$ cat config.mk
export PLATFORM = sky130hd
export DESIGN_NAME = sn_stream_gen_flat
export DESIGN_NICKNAME = d
export VERILOG_FILES = /design/src/rtl/sn_pkg.sv /design/src/rtl/sn_stream_gen_if.sv /design/src/rtl/sn_sel_decode.sv /design/src/rtl/sn_stream_gen.sv /design/src/flat_wrapper.sv
export SDC_FILE = /design/constraint.sdc
export NUM_CORES = 1
export LEC_CHECK = 0
export ABC_AREA = 1
export BUFFER_PORTS_ARGS = -buffer_cell sky130_fd_sc_hd__buf_2
export CAP_MARGIN = 20
export CELL_PAD_IN_SITES_DETAIL_PLACEMENT = 1
export CELL_PAD_IN_SITES_GLOBAL_PLACEMENT = 1
export CORE_MARGIN = 4
export CORE_UTILIZATION = 34
export DETAILED_ROUTE_END_ITERATION = 12
export HOLD_SLACK_MARGIN = 0.08
export PLACE_DENSITY_LB_ADDON = 0.2
export SLEW_MARGIN = 25
export SYNTH_ARGS = -nofsm -noshare
export SYNTH_HDL_FRONTEND = slang
export SYNTH_SLANG_ARGS = --single-unit
$ cat constraint.sdc
create_clock -name i_clk_fsm_mux -period 1.53 [get_ports i_clk_fsm_mux]
set_input_delay 0.306 -clock i_clk_fsm_mux [delete_from_list [all_inputs] [get_ports i_clk_fsm_mux]]
set_output_delay 0.306 -clock i_clk_fsm_mux [all_outputs]
set_load 0.05 [all_outputs]
$ cat src/rtl/sn_pkg.sv
// Shared types and default sizing for the stochastic-number stream generator.
// Used by sn_stream_gen, its interface and its select decoder.
package sn_pkg;

    typedef enum logic [1:0] {
        IDLE = 2'd0,
        GEN  = 2'd1,
        DONE = 2'd2
    } sn_state_e;

    localparam int SN_N_CH_DEF = 4;
    localparam int SN_B_W_DEF  = 4;

endpackage

$ cat src/rtl/sn_stream_gen_if.sv
// Handshake and data bundle of sn_stream_gen; the generator sits on the slave modport.
// o_pop_cnt only exists when SN_STREAM_POPCOUNT_EN is defined.
interface sn_stream_gen_if
    import sn_pkg::*;
#(
    parameter int N_CH = SN_N_CH_DEF,
    parameter int B_W  = SN_B_W_DEF
);

    logic [N_CH-1:0][B_W-1:0] i_x_bn;
    logic                     i_start;
    logic                     i_abort;
    logic                     o_ready;
    logic                     o_isgen;
    logic [N_CH-1:0]          o_sn_bit;
    logic                     o_done;
    logic                     o_aborted;
`ifdef SN_STREAM_POPCOUNT_EN
    logic [N_CH-1:0][B_W:0]   o_pop_cnt;
`endif

    modport slave (
`ifdef SN_STREAM_POPCOUNT_EN
        output o_pop_cnt,
`endif
        input  i_x_bn, i_start, i_abort,
        output o_ready, o_isgen, o_sn_bit, o_done, o_aborted
    );

    modport master (
`ifdef SN_STREAM_POPCOUNT_EN
        input  o_pop_cnt,
`endif
        output i_x_bn, i_start, i_abort,
        input  o_ready, o_isgen, o_sn_bit, o_done, o_aborted
    );

endinterface

$ cat src/rtl/sn_sel_decode.sv
// Maps cycle counter t to the operand bit index B_W-1-ctz(t+1).
// For t = all-ones the index is meaningless; the top forces the stream bit to 0 there.
module sn_sel_decode
    import sn_pkg::*;
#(
    parameter int B_W = SN_B_W_DEF
) (
    input  logic [B_W-1:0] t,
    output logic [B_W-1:0] sel
);

    logic [B_W-1:0] t_inc;

    assign t_inc = t + B_W'(1);

    // Scanning from MSB down lets the lowest set bit win, i.e. the trailing-zero count.
    always_comb begin
        sel = '0;
        for (int i = B_W - 1; i >= 0; i--) begin
            if (t_inc[i]) begin
                sel = B_W'(B_W - 1 - i);
            end
        end
    end

endmodule

$ cat src/rtl/sn_stream_gen.sv
// Multi-channel binary-to-stochastic stream generator: L = 2^B_W bits per operand.
// Define SN_STREAM_POPCOUNT_EN to add the per-channel emitted-ones counters (o_pop_cnt).
module sn_stream_gen
    import sn_pkg::*;
#(
    parameter int N_CH = SN_N_CH_DEF,
    parameter int B_W  = SN_B_W_DEF
) (
    input  logic             i_clk_fsm_mux,
    input  logic             i_rst_fsm_mux,
    sn_stream_gen_if.slave   bus
);

    sn_state_e                state;
    sn_state_e                state_nxt;
    logic [B_W-1:0]           t;
    logic [B_W-1:0]           sel;
    logic [N_CH-1:0][B_W-1:0] x_reg;
    logic [N_CH-1:0]          sn_bit;
    logic                     aborted_q;
    logic                     accept;
    logic                     last;

    assign accept = bus.i_start && (state == IDLE);
    assign last   = &t;

    always_ff @(posedge i_clk_fsm_mux or posedge i_rst_fsm_mux) begin
        if (i_rst_fsm_mux) begin
            state <= IDLE;
        end else begin
            state <= state_nxt;
        end
    end

    // Abort takes priority over the final-cycle transition so a late abort never yields o_done.
    always_comb begin
        state_nxt   = state;
        bus.o_ready = 1'b0;
        bus.o_isgen = 1'b0;
        bus.o_done  = 1'b0;
        case (state)
            IDLE: begin
                bus.o_ready = 1'b1;
                if (bus.i_start) begin
                    state_nxt = GEN;
                end
            end
            GEN: begin
                bus.o_isgen = 1'b1;
                if (bus.i_abort) begin
                    state_nxt = IDLE;
                end else if (last) begin
                    state_nxt = DONE;
                end
            end
            DONE: begin
                bus.o_done = 1'b1;
                state_nxt  = IDLE;
            end
            default: state_nxt = IDLE;
        endcase
    end

    always_ff @(posedge i_clk_fsm_mux or posedge i_rst_fsm_mux) begin
        if (i_rst_fsm_mux) begin
            t         <= '0;
            x_reg     <= '0;
            aborted_q <= 1'b0;
        end else begin
            aborted_q <= (state == GEN) && bus.i_abort;
            if (accept) begin
                t     <= '0;
                x_reg <= bus.i_x_bn;
            end else if (state == GEN) begin
                t <= t + B_W'(1);
            end
        end
    end

    sn_sel_decode #(.B_W(B_W)) u_sel_decode (
        .t   (t),
        .sel (sel)
    );

    // The final cycle emits 0 so each channel produces exactly x_reg[c] ones.
    always_comb begin
        sn_bit = '0;
        if ((state == GEN) && !last) begin
            for (int c = 0; c < N_CH; c++) begin
                for (int b = 0; b < B_W; b++) begin
                    if (sel == B_W'(b)) begin
                        sn_bit[c] = x_reg[c][b];
                    end
                end
            end
        end
    end

    assign bus.o_sn_bit  = sn_bit;
    assign bus.o_aborted = aborted_q;

`ifdef SN_STREAM_POPCOUNT_EN
    logic [N_CH-1:0][B_W:0] pop_cnt;

    always_ff @(posedge i_clk_fsm_mux or posedge i_rst_fsm_mux) begin
        if (i_rst_fsm_mux) begin
            pop_cnt <= '0;
        end else if (accept) begin
            pop_cnt <= '0;
        end else if (state == GEN) begin
            for (int c = 0; c < N_CH; c++) begin
                pop_cnt[c] <= pop_cnt[c] + (B_W + 1)'(sn_bit[c]);
            end
        end
    end

    assign bus.o_pop_cnt = pop_cnt;
`endif

endmodule

$ cat src/flat_wrapper.sv
// flat-port wrapper written by rule: the top's interface ports become plain ports
module sn_stream_gen_flat import sn_pkg::*;
#(
    parameter int N_CH = SN_N_CH_DEF,
    parameter int B_W  = SN_B_W_DEF
)
  (i_clk_fsm_mux, i_rst_fsm_mux, bus_i_x_bn, bus_i_start, bus_i_abort, bus_o_ready, bus_o_isgen, bus_o_sn_bit, bus_o_done, bus_o_aborted);
  sn_stream_gen_if #(.N_CH(N_CH), .B_W(B_W)) bus_i ();
  input  logic i_clk_fsm_mux;
  input  logic i_rst_fsm_mux;
  input wire logic [$bits(bus_i.i_x_bn)-1:0] bus_i_x_bn;
  input wire logic [$bits(bus_i.i_start)-1:0] bus_i_start;
  input wire logic [$bits(bus_i.i_abort)-1:0] bus_i_abort;
  output wire logic [$bits(bus_i.o_ready)-1:0] bus_o_ready;
  output wire logic [$bits(bus_i.o_isgen)-1:0] bus_o_isgen;
  output wire logic [$bits(bus_i.o_sn_bit)-1:0] bus_o_sn_bit;
  output wire logic [$bits(bus_i.o_done)-1:0] bus_o_done;
  output wire logic [$bits(bus_i.o_aborted)-1:0] bus_o_aborted;
  assign bus_i.i_x_bn = bus_i_x_bn;
  assign bus_i.i_start = bus_i_start;
  assign bus_i.i_abort = bus_i_abort;
  assign bus_o_ready = bus_i.o_ready;
  assign bus_o_isgen = bus_i.o_isgen;
  assign bus_o_sn_bit = bus_i.o_sn_bit;
  assign bus_o_done = bus_i.o_done;
  assign bus_o_aborted = bus_i.o_aborted;
  sn_stream_gen #(.N_CH(N_CH), .B_W(B_W)) u_core (.i_clk_fsm_mux(i_clk_fsm_mux), .i_rst_fsm_mux(i_rst_fsm_mux), .bus(bus_i));
endmodule
After elaboration in Yosys (flattened, before gate mapping)
Cells that the tools add are included.

storage, ports and cells
  ROM bits = 0
  input bits = 20
  output and inout port bits = 8
  register bits after elaboration = 23
  bits in latches = 0
  RAM bits = 0
  memories = 0

cells by class
  bitwise logic cells = 0
  $lt $le $gt $ge = 0
  muxes and demuxes = 29
  add/subtract/negate cells = 1
  multiply operators = 0
  reduce and logical (&&, ||, !) cells = 9
  equal/unequal tests = 7
  shifts and indexed selects = 0
  divide/modulo/power cells = 0

operators with widths
  cell                                                                   count
  1-bit 2-to-1 mux                                                       20
  4-bit 2-to-1 mux                                                       5
  4-bit by 2-bit equality test with 1-bit output, second input constant  2
  2-bit 2-to-1 mux                                                       3
  4-bit by 1-bit adder with 4-bit output, second input constant          1
  4-bit by 1-bit equality test with 1-bit output, second input constant  1
  4-bit logical NOT                                                      1
  2-bit one-hot mux with 2 select lines                                  1
  4-bit AND reduction                                                    1
  1-bit logical AND                                                      3
  3-bit by 2-bit != test with 1-bit output, second input constant        1
  2-bit by 1-bit equality test with 1-bit output, second input constant  1
  2-bit equality test, second input constant                             1
  2-bit logical NOT                                                      1
  2-bit != test, second input constant                                   1
  2-bit AND reduction                                                    1
  2-bit nonzero test                                                     1
  1-bit logical NOT                                                      1

Depth between registers and ports, before layout
Gate-level depths: netlist of the first run.

  word-level depth = 10
  gate-level depth with buffers = 9

Modules after synthesis
A second synthesis of the first run with hierarchy kept.

second synthesis, totals
  cell total of the unflattened synthesis = 152
  area total of the unflattened synthesis = 1196.1 um2

by module, submodules not included
  module         instances  area each (um2)  cells an instance
  sn_stream_gen  1          1129.8           141
  sn_sel_decode  1          66.3             11

Least setup slack after synthesis of the first run
No wires, ideal clock.

  path kind = register to output
  start = register u_core.t[0]
  end = output port bus_o_sn_bit[1]
  arrival time = 1900 ps
  data required time = 1224 ps
  slack = -676 ps
  stages on the path, launching flop included = 9
  cells stage by stage = dfrtp_1 -> ha_1 -> nand2_1 -> nand3_4 -> nand2_8 -> nand3_2 -> nand2_1 -> nand2_1 -> a21oi_1

between the ends
  word-level cells in the longest chain between the ends = 10
  elaborated cells on any way between the ends = 16
  those cells by class = add/sub (1); eq/ne (3); mux (8); reduce/logical (4)

ends and longest elaborated chain
  element                                 line                 RTL
  from (decl)                             sn_stream_gen.sv:16  logic [B_W-1:0] t;
  from (signal assigned)                  sn_stream_gen.sv:75  t <= t + B_W'(1);
  4-bit by 1-bit adder with 4-bit output  --
  1-bit 2-to-1 mux                        sn_sel_decode.sv:20  if (t_inc[i]) begin
  4-bit 2-to-1 mux (2 in a row)           sn_sel_decode.sv:20
  4-bit logical NOT                       sn_stream_gen.sv:91  if (sel == B_W'(b)) begin
  1-bit 2-to-1 mux (4 in a row)           sn_stream_gen.sv:91
  4-bit 2-to-1 mux *                      sn_stream_gen.sv:88  if ((state == GEN) && !last) begin
  to (decl)                               flat_wrapper.sv:16   output wire logic [$bits(bus_i.o_sn_bit)-1:0] bus_o_sn_bit;

Mark *: on every way between the ends. The rest lies on a longest branch, timed or not.

Worst setup path after layout of the first run
  start = register u_core.t[0]
  end = output port bus_o_sn_bit[3]

Same word-level chain as after synthesis.

==> flow_summary.yaml, run 1 <==
logic_synthesis:
  synth_seq_cells: 23
  yosysMostFrequentCell: "nand2_1"
  synth-async-reset-ratio: 1.00
  ys_warn_count: 0
  synth_area_leader_cell: "dfrtp_1"
  synth.top_cell.area_share: 0.479
  synth_area_leaders: "dfrtp_1, nand2_1, nand3_2, ha_1, inv_1"
  synth_ff_type: "dfrtp_1"
  syn_area_mm2: 0.00120
  synth_edf_count: 0
  avgSynthCellArea_um2: 8.40
  syn_nets: 166
  yosysUniqueCellTypes: 26
  synth_cells: 143
  yosysSeqAreaShare: 0.479
  synth_common_cells: "nand2_1, dfrtp_1, inv_1, nand4_1, o21ai_1"
cts:
  cts.clk_slew.worst_paths_ns: 0.13
  cts_inserted_buffers: 3
  cts_max_path_buffers: 2
  tritoncts: "yes"
  htree_num_levels: 1
  cts.sinks: 23
  cts-root-buf: "clkbuf_4"
  insertion_delay_ns: 0.31
cells_and_area:
  layout-drive-gt1-share: 0.468
  antenna_cells: 0
  final_area_mm2: 0.00172
  fin_util: 0.512
  area_delta_synth_final_pct: 43.2
  layout.nets: 214
  largest_reg_flops: 16
  fill_cells: 416
flow_run:
  drv_cap: 0
hold_path:
  worstHoldPathType: "in2reg"
route:
  post_drt_wl_per_cell_um: 13.7
  finalWirelength_um: 3230
  drc: 0
  drt_iter0_drc: 26
  postRouteAntennaNets: 0
  routed-via-count: 1112
  vias_per_cell: 4.71
  first_pass_iters: 4
power:
  finalPower_mw: 2.72
  p_per_area_mw_per_mm2: 1580
  leakagePower_nw: 0.869
  ir_worst_vdd_mv: 0.629
floorplanning:
  die-area_mm2: 0.00455
  fp.dieW_um: 67.4
  coreArea_mm2: 0.00336
  die_h_um: 67.4
  pin_count: 28
  start_util: 0.357
  row_count: 21
global_routing:
  grt_use_total: 0.162
  grt_max_degree: 24
  grt_pass1_vias: 1210
  grt_pass1_wl_um: 5520
  grt_antenna_before_repair: 0
  grt_overflow_total: 0
sta:
  skew_ns: 0.00239
  fin_crit_sh: 1.43
  setup_viol: 4
  hold_viol: 0
  max_freq_ghz: 0.458
  slew_headroom: 0.795
  finalSetupTns_ns: -2.52
  fin_crit_ns: 2.18
  final_max_slew_viol_count: 0
  fin_ws_ns: -0.652
  worst-slew-pin-transition_ns: 0.307
  rsz0062_at_grt: "true"
critical_path:
  required_ns: 1.22
  worstPathMaxFanout: 6
  crit_type: "reg2out"
  cp-end-kind: "primary output"
  cp.arrival_ns: 1.88
  cp-start-kind: "register"
run_status:
  status: "complete, but fails checks"
  violations: "negative setup slack"
placed_design:
  hpwl_um: 2390
  gp_congestion: 0.800
  io_buffers: 27
  placed_area_mm2: 0.00153
metal layers:
| layer | part of all wire | track usage | vias up |
|---|---|---|---|
| met5 | 0 | 0 | - |
| met4 | 0.012 | 0.0380 | 0 |
| met3 | 0.046 | 0.0333 | 5 |
| met2 | 0.51 | 0.292 | 25 |
| met1 | 0.43 | 0.198 | 529 |
| li1 | - | - | 553 |
power by group:
part           internal, mW  switching [mW]  total, mW  leakage [nW]
sequential            0.748           0.140      0.888         0.286
clock                0.0979           0.190      0.288        0.0177
combinational         0.637           0.902       1.54         0.565
final timing paths:
check	start	endpoint	slack (ns)	cells after the start
max	u_core.t[0]	bus_o_sn_bit[3]	-0.65	9
min	bus_i_abort	u_core.state[1]	0.16	2
max reg2reg	u_core.state[1]	u_core.t[3]	0.15	8
min reg2reg	u_core.x_reg[0]	u_core.x_reg[0]	0.51	2
max in group asynchronous	i_rst_fsm_mux	u_core.t[0]	0.73	4
min in group asynchronous	i_rst_fsm_mux	u_core.t[1]	0.55	4
stage by stage:
stage	hold slack [ns]	setup slack, ns	std cells
CTS	0.162	-0.656	235
detailed placement	0.368	-0.426	227
global placement	0.359	-0.361	227
finish	0.164	-0.652	236
floorplan	0.308	-0.264	143
global route	0.159	-0.777	236
timing repair:
item | in CTS | in global routing
setup endpoints to repair | 6 | 7
hold buffers | 1 | 0
buffers inserted | 2 | 2
endpoints found under the hold margin | 23 | 0
gates cloned | 1 | 0
pin swaps | 5 | 2
resized for setup | 24 | 16
placed cells by master (no fill, tap or decap), types with 3 or more instances in the layout:
master,n
nand2_1,50
dfrtp_1,21
buf_2,20
buf_4,17
nand2_2,11
inv_1,7
inv_2,5
nand4_1,5
buf_6,5
o21ai_0,4
nand3_2,4
a22oi_1,4
o21ai_2,4
a21oi_4,4
nor2_1,3
nand2_4,3
clkbuf_4,3
buf_8,3
kinds of logic (layout without fill, tap and decap cells):
logic type / after synthesis / in the layout / share of synthesized area
buffers and inverters: 18 / 64 / 0.0771
AND/OR/NAND/NOR: 81 / 82 / 0.325
AO/OA/AOI/OAI: 18 / 18 / 0.0875
adder cells (fa/ha/maj): 3 / 3 / 0.0313
flip-flops: 23 / 23 / 0.479
cell type report:
| type | instances | area, µm² | area share |
|---|---|---|---|
| Sequential cell | 23 | 578 | 0.336 |
| Timing Repair Buffer | 46 | 339 | 0.197 |
| Clock inverter | 1 | 5.00 | 0.00291 |
| Inverter | 14 | 57.6 | 0.0335 |
| Multi-Input combinational cell | 103 | 661 | 0.384 |
| Tap cell | 46 | 57.6 | 0.0335 |
| Clock buffer | 3 | 22.5 | 0.0131 |
worst max-delay path, stage by stage (launching register included):
cell	delay, ns
dfrtp_2	0.48
ha_4	0.19
inv_2	0.06
nand2_4	0.06
nand3_4	0.14
nand4_1	0.15
nand2_2	0.11
nand2_2	0.06
a21oi_4	0.14
buf_8	0.16
No activity file was read; power rests on OpenSTA's default activity.
==> run 2, diff against run 1 <==
--- a/config.mk
+++ b/config.mk
@@ -6,7 +6,7 @@
 export NUM_CORES = 1
 export LEC_CHECK = 0
 export ABC_AREA = 1
-export BUFFER_PORTS_ARGS = -buffer_cell sky130_fd_sc_hd__buf_2
+export BUFFER_PORTS_ARGS = -buffer_cell sky130_fd_sc_hd__buf_4
 export CAP_MARGIN = 20
 export CELL_PAD_IN_SITES_DETAIL_PLACEMENT = 1
 export CELL_PAD_IN_SITES_GLOBAL_PLACEMENT = 1
==> flow_summary.yaml, run 2 (synthesis gave the netlist of run 1 again) <==
run_status:
  status: "complete, but fails checks"
  violations: "negative setup slack"
route:
  post_drt_wl_per_cell_um: 13.2
  drt_iter0_drc: 36
  routed-via-count: 1127
  postRouteAntennaNets: 0
  drc: 0
  vias_per_cell: 4.80
  first_pass_iters: 4
  finalWirelength_um: 3110
cts:
  cts-root-buf: "clkbuf_4"
  insertion_delay_ns: 0.32
  cts_max_path_buffers: 2
  cts_inserted_buffers: 3
  tritoncts: "yes"
  cts.clk_slew.worst_paths_ns: 0.13
  cts.sinks: 23
  htree_num_levels: 1
hold_path:
  worstHoldPathType: "in2reg"
  min_from: "bus_i_abort"
  holdPathEnd: "u_core.state[1]"
  holdPathStages: 2
critical_path:
  cp-end-kind: "primary output"
  reg2reg_to: "u_core.t[3]"
  worstPathMaxFanout: 6
  path_buf_inv: 2
  cp.arrival_ns: 1.85
  worstRegToRegCells: 7
  slowest_stage: "dfrtp_2"
  crit_type: "reg2out"
  required_ns: 1.22
  r2r_slack_ns: 0.29
  crit_chain: "inv_2 -> ha_4 -> nand3_4 -> nand2_8 -> nand3_2 -> nand2_2 -> nand2_2 -> a21oi_4 -> buf_6"
  cp-start-kind: "register"
  cp_common_cell: "nand2_2"
  slowest_delay_ns: 0.44
  cpLargestDelayFamily: "flip-flops"
  regToRegStartpoint: "u_core.state[1]"
sta:
  max_freq_ghz: 0.465
  worst-slew-pin-transition_ns: 0.308
  hold_viol: 0
  rsz0062_at_grt: "true"
  slew_headroom: 0.795
  skew_ns: 0.00351
  setup_viol: 4
  final_max_slew_viol_count: 0
  fin_crit_sh: 1.41
  fin_ws_ns: -0.621
  finalSetupTns_ns: -2.46
  fin_crit_ns: 2.15
placed_design:
  gp_congestion: 0.774
  hpwl_um: 2260
  place_inst: 225
  io_buffers: 27
floorplanning:
  pin_count: 28
  die-area_mm2: 0.00455
  die_h_um: 67.4
  row_count: 21
  coreArea_mm2: 0.00336
  fp.dieW_um: 67.4
  start_util: 0.357
global_routing:
  grtUsageMet2: 0.286
  grt_antenna_before_repair: 0
  grtUsageMet1: 0.201
  grt_use_total: 0.162
  grt_max_degree: 24
  grt_overflow_total: 0
  grt_pass1_vias: 1247
  grt.busiest_layer: "met2"
  grt_pass1_wl_um: 5570
  grtUsageMet3: 0.0266
power:
  ir_worst_vdd_mv: 0.659
  p_per_area_mw_per_mm2: 1550
  leakagePower_nw: 0.875
  finalPower_mw: 2.71
cells_and_area:
  fin_util: 0.519
  mostFrequentLayoutCells: "nand2_1, buf_4, dfrtp_1"
  area_delta_synth_final_pct: 45.2
  layout.nets: 213
  antenna_cells: 0
  final_cells: 235
  final_common_cell: "nand2_1"
  layout-drive-gt1-share: 0.466
  largest_reg_flops: 16
flow_run:
  drv_cap: 0
run 2: cell count changes in the layout (fill, tap and decap cells not counted):
| cell | delta |
|---|---|
| buf_6 | +1 |
| ha_1 | -1 |
| buf_8 | -2 |
| buf_4 | +20 |
| nand2_1 | +1 |
| buf_2 | -20 |
| ha_2 | +1 |
| nand2_4 | -1 |
| inv_4 | -1 |
| inv_2 | +1 |
run 2: worst max-delay path by stage:
stage / from / end / depth (start not counted)
3_5_place_dp: u_core.t[0] / bus_o_sn_bit[0] / 10
4_1_cts: u_core.t[1] / bus_o_sn_bit[3] / 9
6_report: u_core.t[1] / bus_o_sn_bit[3] / 9
3_3_place_gp: u_core.t[0] / bus_o_sn_bit[3] / 9
5_1_grt: u_core.t[1] / bus_o_sn_bit[3] / 9
2_1_floorplan: u_core.t[0] / bus_o_sn_bit[0] / 9
run 2: worst reg2reg max path: stages (launching register included):
cell     delay (ns)
dfrtp_1        0.41
buf_4          0.14
nor2_4         0.10
nand2_2        0.08
inv_4          0.17
o21ai_0        0.11
o21ai_0        0.08
inv_1          0.06
run 2: what timing repair did:
| action | in CTS | in global routing |
|---|---|---|
| hold buffers | 1 | 0 |
| pin swaps | 4 | 2 |
| setup endpoints to repair | 5 | 6 |
| gates cloned | 1 | 0 |
| resized for setup | 21 | 6 |
| setup buffers | 4 | 0 |
| hold endpoints to repair | 23 | 0 |
run 2: layout make-up:
cell class	instances	area, µm²
timing repair buffer	45	370
clock inverter	1	5.00
tap	46	57.6
multi-input combinational	103	656
fill	419	1620
clock buffer	3	22.5
sequential	23	578
inverter	14	55.1
run 2: stage by stage:
step           hold WS, ns  cell area, µm²  setup slack, ns
2_1_floorplan        0.308            1260           -0.264
3_3_place_gp         0.370            1580           -0.306
3_5_place_dp         0.378            1580           -0.396
4_1_cts              0.146            1730           -0.639
5_1_grt              0.131            1740           -0.742
6_report             0.151            1740           -0.621
run 2: layer usage:
layer / routed length, µm / vias to the layer above
met5: 0 / -
met4: 34 / 0
met3: 148 / 4
met2: 1490 / 25
met1: 1430 / 544
li1: - / 554
run 2: report_power, final:
group	internal, mW	switching [mW]
Clock	0.0979	0.193
Sequential	0.748	0.138
Combinational	0.643	0.886
